**config.mk**
```make
export PLATFORM = sky130hd
export DESIGN_NAME = count_fsm
export DESIGN_NICKNAME = d
export VERILOG_FILES = /design/src/rtl/count_fsm.sv
export SDC_FILE = /design/constraint.sdc
export NUM_CORES = 1
export LEC_CHECK = 0
export BUFFER_PORTS_ARGS = -buffer_cell sky130_fd_sc_hd__buf_2
export CELL_PAD_IN_SITES_DETAIL_PLACEMENT = 1
export CELL_PAD_IN_SITES_GLOBAL_PLACEMENT = 1
export CORE_ASPECT_RATIO = 0.9
export CORE_MARGIN = 1
export CORE_UTILIZATION = 38
export DETAILED_ROUTE_END_ITERATION = 10
export PLACE_DENSITY = 0.8
export SYNTH_ARGS = -nofsm -noshare
export SYNTH_HDL_FRONTEND = slang
export SYNTH_SLANG_ARGS = --single-unit
export TNS_END_PERCENT = 1
```
**constraint.sdc**
```tcl
create_clock -name clk -period 1.8 [get_ports clk]
set_clock_uncertainty 0.05 [all_clocks]
set_input_delay 0.36 -clock clk [delete_from_list [all_inputs] [get_ports clk]]
set_output_delay 0.36 -clock clk [all_outputs]
set_load 0.01 [all_outputs]
```
**src/rtl/count_fsm.sv**
```systemverilog
// Start-triggered up-counter FSM: counts until flag, holds the count for a
// programmable number of wait cycles, then returns to idle.
module count_fsm #(
    parameter int CNT_W = 8,
    parameter int TMR_W = 4
) (
    input  logic             clk,
    input  logic             rst_n,
    input  logic             start,
    input  logic             flag,
    input  logic [TMR_W-1:0] wait_timer,
    output logic             busy,
    output logic [CNT_W-1:0] count_value
);

    typedef enum logic [1:0] {
        IDLE  = 2'd0,
        COUNT = 2'd1,
        WAIT  = 2'd2
    } state_t;

    state_t           state;
    state_t           state_next;
    logic [CNT_W-1:0] count_next;
    logic [TMR_W-1:0] timer;
    logic [TMR_W-1:0] timer_next;

    // rst_n is active-high despite its name
    always_ff @(posedge clk) begin
        if (rst_n) begin
            state       <= IDLE;
            count_value <= '0;
            timer       <= '0;
        end else begin
            state       <= state_next;
            count_value <= count_next;
            timer       <= timer_next;
        end
    end

    always_comb begin
        state_next = state;
        count_next = count_value;
        timer_next = timer;
        case (state)
            IDLE: begin
                if (start) begin
                    state_next = COUNT;
                    count_next = '0;
                end
            end
            COUNT: begin
                if (flag) begin
                    if (wait_timer != '0) begin
                        state_next = WAIT;
                        timer_next = wait_timer;
                    end else begin
                        state_next = IDLE;
                    end
                end else begin
                    count_next = count_value + 1'b1;
                end
            end
            WAIT: begin
                // leaving on timer==1 makes WAIT last exactly wait_timer cycles
                if (timer <= TMR_W'(1)) begin
                    state_next = IDLE;
                end else begin
                    timer_next = timer - 1'b1;
                end
            end
            default: state_next = IDLE;
        endcase
    end

    assign busy = (state != IDLE);

endmodule

```
Word level (Yosys, flattened, before mapping):

Index checks and enable logic that the tools add are counted.

* input port bits: 8
* ROM bits: 0
* latch bits: 0
* bits in writable memories: 0
* flip-flop bits (word level): 14
* output and inout port bits: 9
* word-level logic and storage cells: 34
* memories: 0

* mux-type cells: 12
* $mul: 0
* shift operators: 0
* reduce and logical (&&, ||, !) cells: 8
* add/subtract/negate cells: 2
* bitwise logic cells: 0
* order comparisons: 1
* equality and inequality tests: 8
* div/mod/pow operators: 0

Operators with widths (number)
* $mux W8: 2
* $pmux W8 S2: 1
* $mux W4: 3
* $ne A2 B2 Y1 const B: 6
* $add A8 B1 Y8 const B: 1
* $mux W2: 4
* $pmux W4 S2: 1
* $pmux W2 S3: 1
* $reduce_and A3 Y1: 2
* $reduce_bool A2 Y1: 3
* $le A4 B1 Y1 const B: 1
* $reduce_and A4 Y1: 1
* $reduce_bool A4 Y1: 1
* $sub A4 B1 Y4 const B: 1
* $eq A2 B1 Y1 const B: 1
* $eq A2 B2 Y1 const B: 1
* $logic_not A2 Y1: 1

Logic depth before layout (Yosys ltp):

* depth in word-level cells: 4
* depth in mapped cells: 6
* depth with buffers taken out: 6

Worst setup path after synthesis:

Ideal clock, no wire load.

* path type: input -> register
* start point: in flag
* end point: reg count_value[5]
* buffers on the path: 1
* slack: 234 ps
* library setup time: 70 ps
* arrival time: 1446 ps
* stages: 5
* path through: nand2b_2 > a21o_1 > buf_6 > or4_1 > a21oi_1

* cells in the longest elaborated chain, start to end: 2

Ends and longest elaborated chain
* start: declaration: RTL line 10 `input logic flag,`
* $ne A2 B2 Y1 (no source line)
* $reduce_and A3 Y1 (no source line)
* end signal: assignment: RTL line 36 `count_value <= count_next;`
* end: declaration: RTL line 13 `output logic [CNT_W-1:0] count_value`

No other way between the ends.
A chain may end at the register's enable or synchronous reset.

Worst setup path after layout:

* start point: reg state[0]
* end point: reg count_value[7]

* cells in the longest elaborated chain, start to end: 3

Ends and longest elaborated chain
* start: declaration: RTL line 22 `state_t state;`
* start signal: assignment: RTL line 35 `state <= state_next;`
* $eq A2 B1 Y1 or $logic_not A2 Y1 (tied branches): RTL line 45 `case (state)`
* $ne A2 B2 Y1 (no source line) or $reduce_bool A2 Y1 (tied branches)
* $reduce_and A3 Y1 (no source line)

Several ways; a longest one is shown, not always the timed one.

==> qor.yml <==
clocking:
  h-tree-depth: 1
  clk_latency_ns: 0.28
  cts_tree: "yes"
  cts_made_buffers: 3
  cts_root_buffer: "clkbuf_4"
  cts_buffer_depth: 2
  clkTransAtPathRegs_ns: 0.08
  cts.sinks: 14
detailed_routing:
  routedWlPerCell_um: 15.1
  drc: 0
  detail_route.vias_per_cell: 5.65
  totalWireLength_um: 2110
  vias: 791
  ant_nets: 0
  drtIter0Drc: 14
  first_pass_iters: 4
floorplanning:
  initial_core_util_pct: 40.9
  dieWidth_um: 50.1
  rows: 15
  ios: 17
  die_h_um: 45.3
  core_um2: 1930
  die-area_um2: 2270
logic_synthesis:
  synth_top_area_share_pct: 35.4
  yosysTopAreaCell: "dfxtp_1"
  syn_nets: 106
  synth-main-ff-cell: "dfxtp_1"
  synth.area.top_cells: "dfxtp_1 (35%), a21oi_1 (7.0%), nor2_1 (5.7%)"
  synth_common_cells: "dfxtp_1 (14), nor2_1 (12), a21oi_1 (11)"
  netlist_area_um2: 791
  synth.most_common_cell: "dfxtp_1"
  yosysSeqAreaShare_pct: 35.4
  synthArstFlopShare_pct: 0
  syn_avg_cell_area_um2: 8.32
  syn_inst: 95
  synth_edf_count: 0
  ys_types: 33
  yosys_warnings: 0
  ys_ff_latch: 14
setup_path:
  worstSetupStartpointType: "flip-flop"
  crit_path_cell_trace: "nand2b_2 > a21o_1 > or4_1 > a21oi_1"
  arrival_ns: 1.84
  slowest_delay_ns: 0.52
  critical_path_class: "reg -> reg"
  critPathMaxFanout: 9
  slowest_stage: "or4_1"
  end_kind: "flip-flop"
  required_ns: 1.97
final_layout:
  area_growth_pct: 19.6
  multi_input_area_um2: 472
  regArea_um2: 280
  nFillCells: 250
  num_antenna_cells: 0
  nets: 128
  utilization_pct: 48.9
  final_cell_area_um2: 946
  drive_gt1_share_pct: 24.3
global_route:
  grt_use_total_pct: 22.6
  antenna_found_initial: 0
  grt_pass1_wl_um: 3750
  grt_max_degree: 12
  grt-ovfl-total: 0
  grt_pass1_vias: 823
timing:
  fin_crit_sh_pct: 93.0
  setup_viol: 0
  final-max-slew-violation-count: 0
  rsz0062_at_grt: "false"
  timing.fmax_ghz: 0.598
  timing.final.crit_period_ns: 1.67
  hold_viol: 0
  finalSetupTns_ns: 0
  worst_pin_slew_ns: 0.382
  maxSlewHeadroom_pct: 73.9
placed_design:
  gp_congestion: 0.850
  postPlaceCellArea_um2: 917
  hpwlAfterDp_um: 1650
  io_buffer_count: 16
run_status:
  outcome: "finished, final reports clean"
power_and_ir_drop:
  p_leak_uw: 0.000381
  ir_drop_v: 0.000378
  p_per_area_nw_per_um2: 641
min_path:
  hold_class: "in -> reg"
flow_run:
  maxCapViolCount: 0
## where the power goes
part	internal, µW	switching [µW]	leakage (µW)
Sequential	318	12.9	0.000113
Combinational	40.8	54.9	0.000254
Clock	77.8	101	0.0000138
Total	437	169	0.000381
## cells by family (layout without fill, tap and decap cells)
family / after synthesis / count (layout) / share of synthesized area, %
buffers and inverters: 10 / 30 / 5.70
xor gates and xnor gates: 2 / 2 / 2.22
adders and majority gates: 3 / 3 / 4.75
and+or+nand+nor: 37 / 37 / 26.9
AOI/OAI and AO/OA: 29 / 29 / 25.0
DFF: 14 / 14 / 35.4
## worst paths after layout
| kind | startpoint | end | slack (ns) | cells past startpoint |
|---|---|---|---|---|
| setup reg to reg | state[0] | count_value[7] | 0.13 | 4 |
| hold / removal | start | state[1] | 0.34 | 3 |
| hold reg to reg | count_value[6] | count_value[6] | 0.43 | 2 |
| setup / recovery | state[0] | count_value[7] | 0.13 | 4 |
## through the flow
| stage | hold WS, ns | worst slack [ns] | instances | power [µW] |
|---|---|---|---|---|
| after floorplan | 0.432 | 0.234 | 95 | 401 |
| after global placement | 0.419 | 0.0771 | 137 | 429 |
| after detailed placement | 0.425 | 0.0510 | 137 | 433 |
| after CTS | 0.338 | 0.136 | 140 | 611 |
| after global routing | 0.348 | 0.00862 | 140 | 639 |
| final | 0.343 | 0.126 | 140 | 606 |
## registers in the layout, summed over array words and instances (netlist names)
name         flops
count_value      8
timer            4
state            2
## critical path: cells and delay by family, from the launching register on
| family | cells | cell delay (ns) |
|---|---|---|
| compound gates | 2 | 0.43 |
| simple gates | 2 | 0.63 |
| flops | 1 | 0.49 |
## cell usage in the layout (no fill, tap or decap), drive strengths merged
master / count
nor4bb: 1
a22oi: 1
nor3: 1
a221oi: 3
nor2b: 1
nand4: 1
nand3b: 1
o22ai: 1
a2111oi: 1
nand2b: 5
dfxtp: 14
and3: 1
or4: 4
xnor2: 2
o31ai: 5
nor4b: 1
ha: 3
and2b: 1
nor3b: 1
o31a: 1
nor2: 12
a21oi: 11
clkbuf: 3
or2: 1
buf: 21
inv: 6
a21o: 2
o32ai: 2
a211oi: 2
nand2: 4
nand3: 2
## layout make-up
type	instances	area share, %
inverter	6	2.38
clock buffer	3	2.38
sequential	14	29.6
timing repair buffer	21	12.4
multi-input combinational	71	49.9
tap	25	3.31
## layer usage
metal / wire (µm) / part of all wire, % / GRT usage, %
met5: 0 / 0 / 0
met4: 27 / 1.3 / 6.86
met3: 93 / 4.4 / 6.06
met2: 935 / 44 / 36.3
met1: 1060 / 50 / 29.8
## what timing repair did
action                     4_1_cts  5_1_grt
setup endpoints to repair        0        1
setup buffers                    0        0
gates resized for setup          0        1
hold buffers                     0        0
No activity file was read; power rests on OpenSTA's default activity.
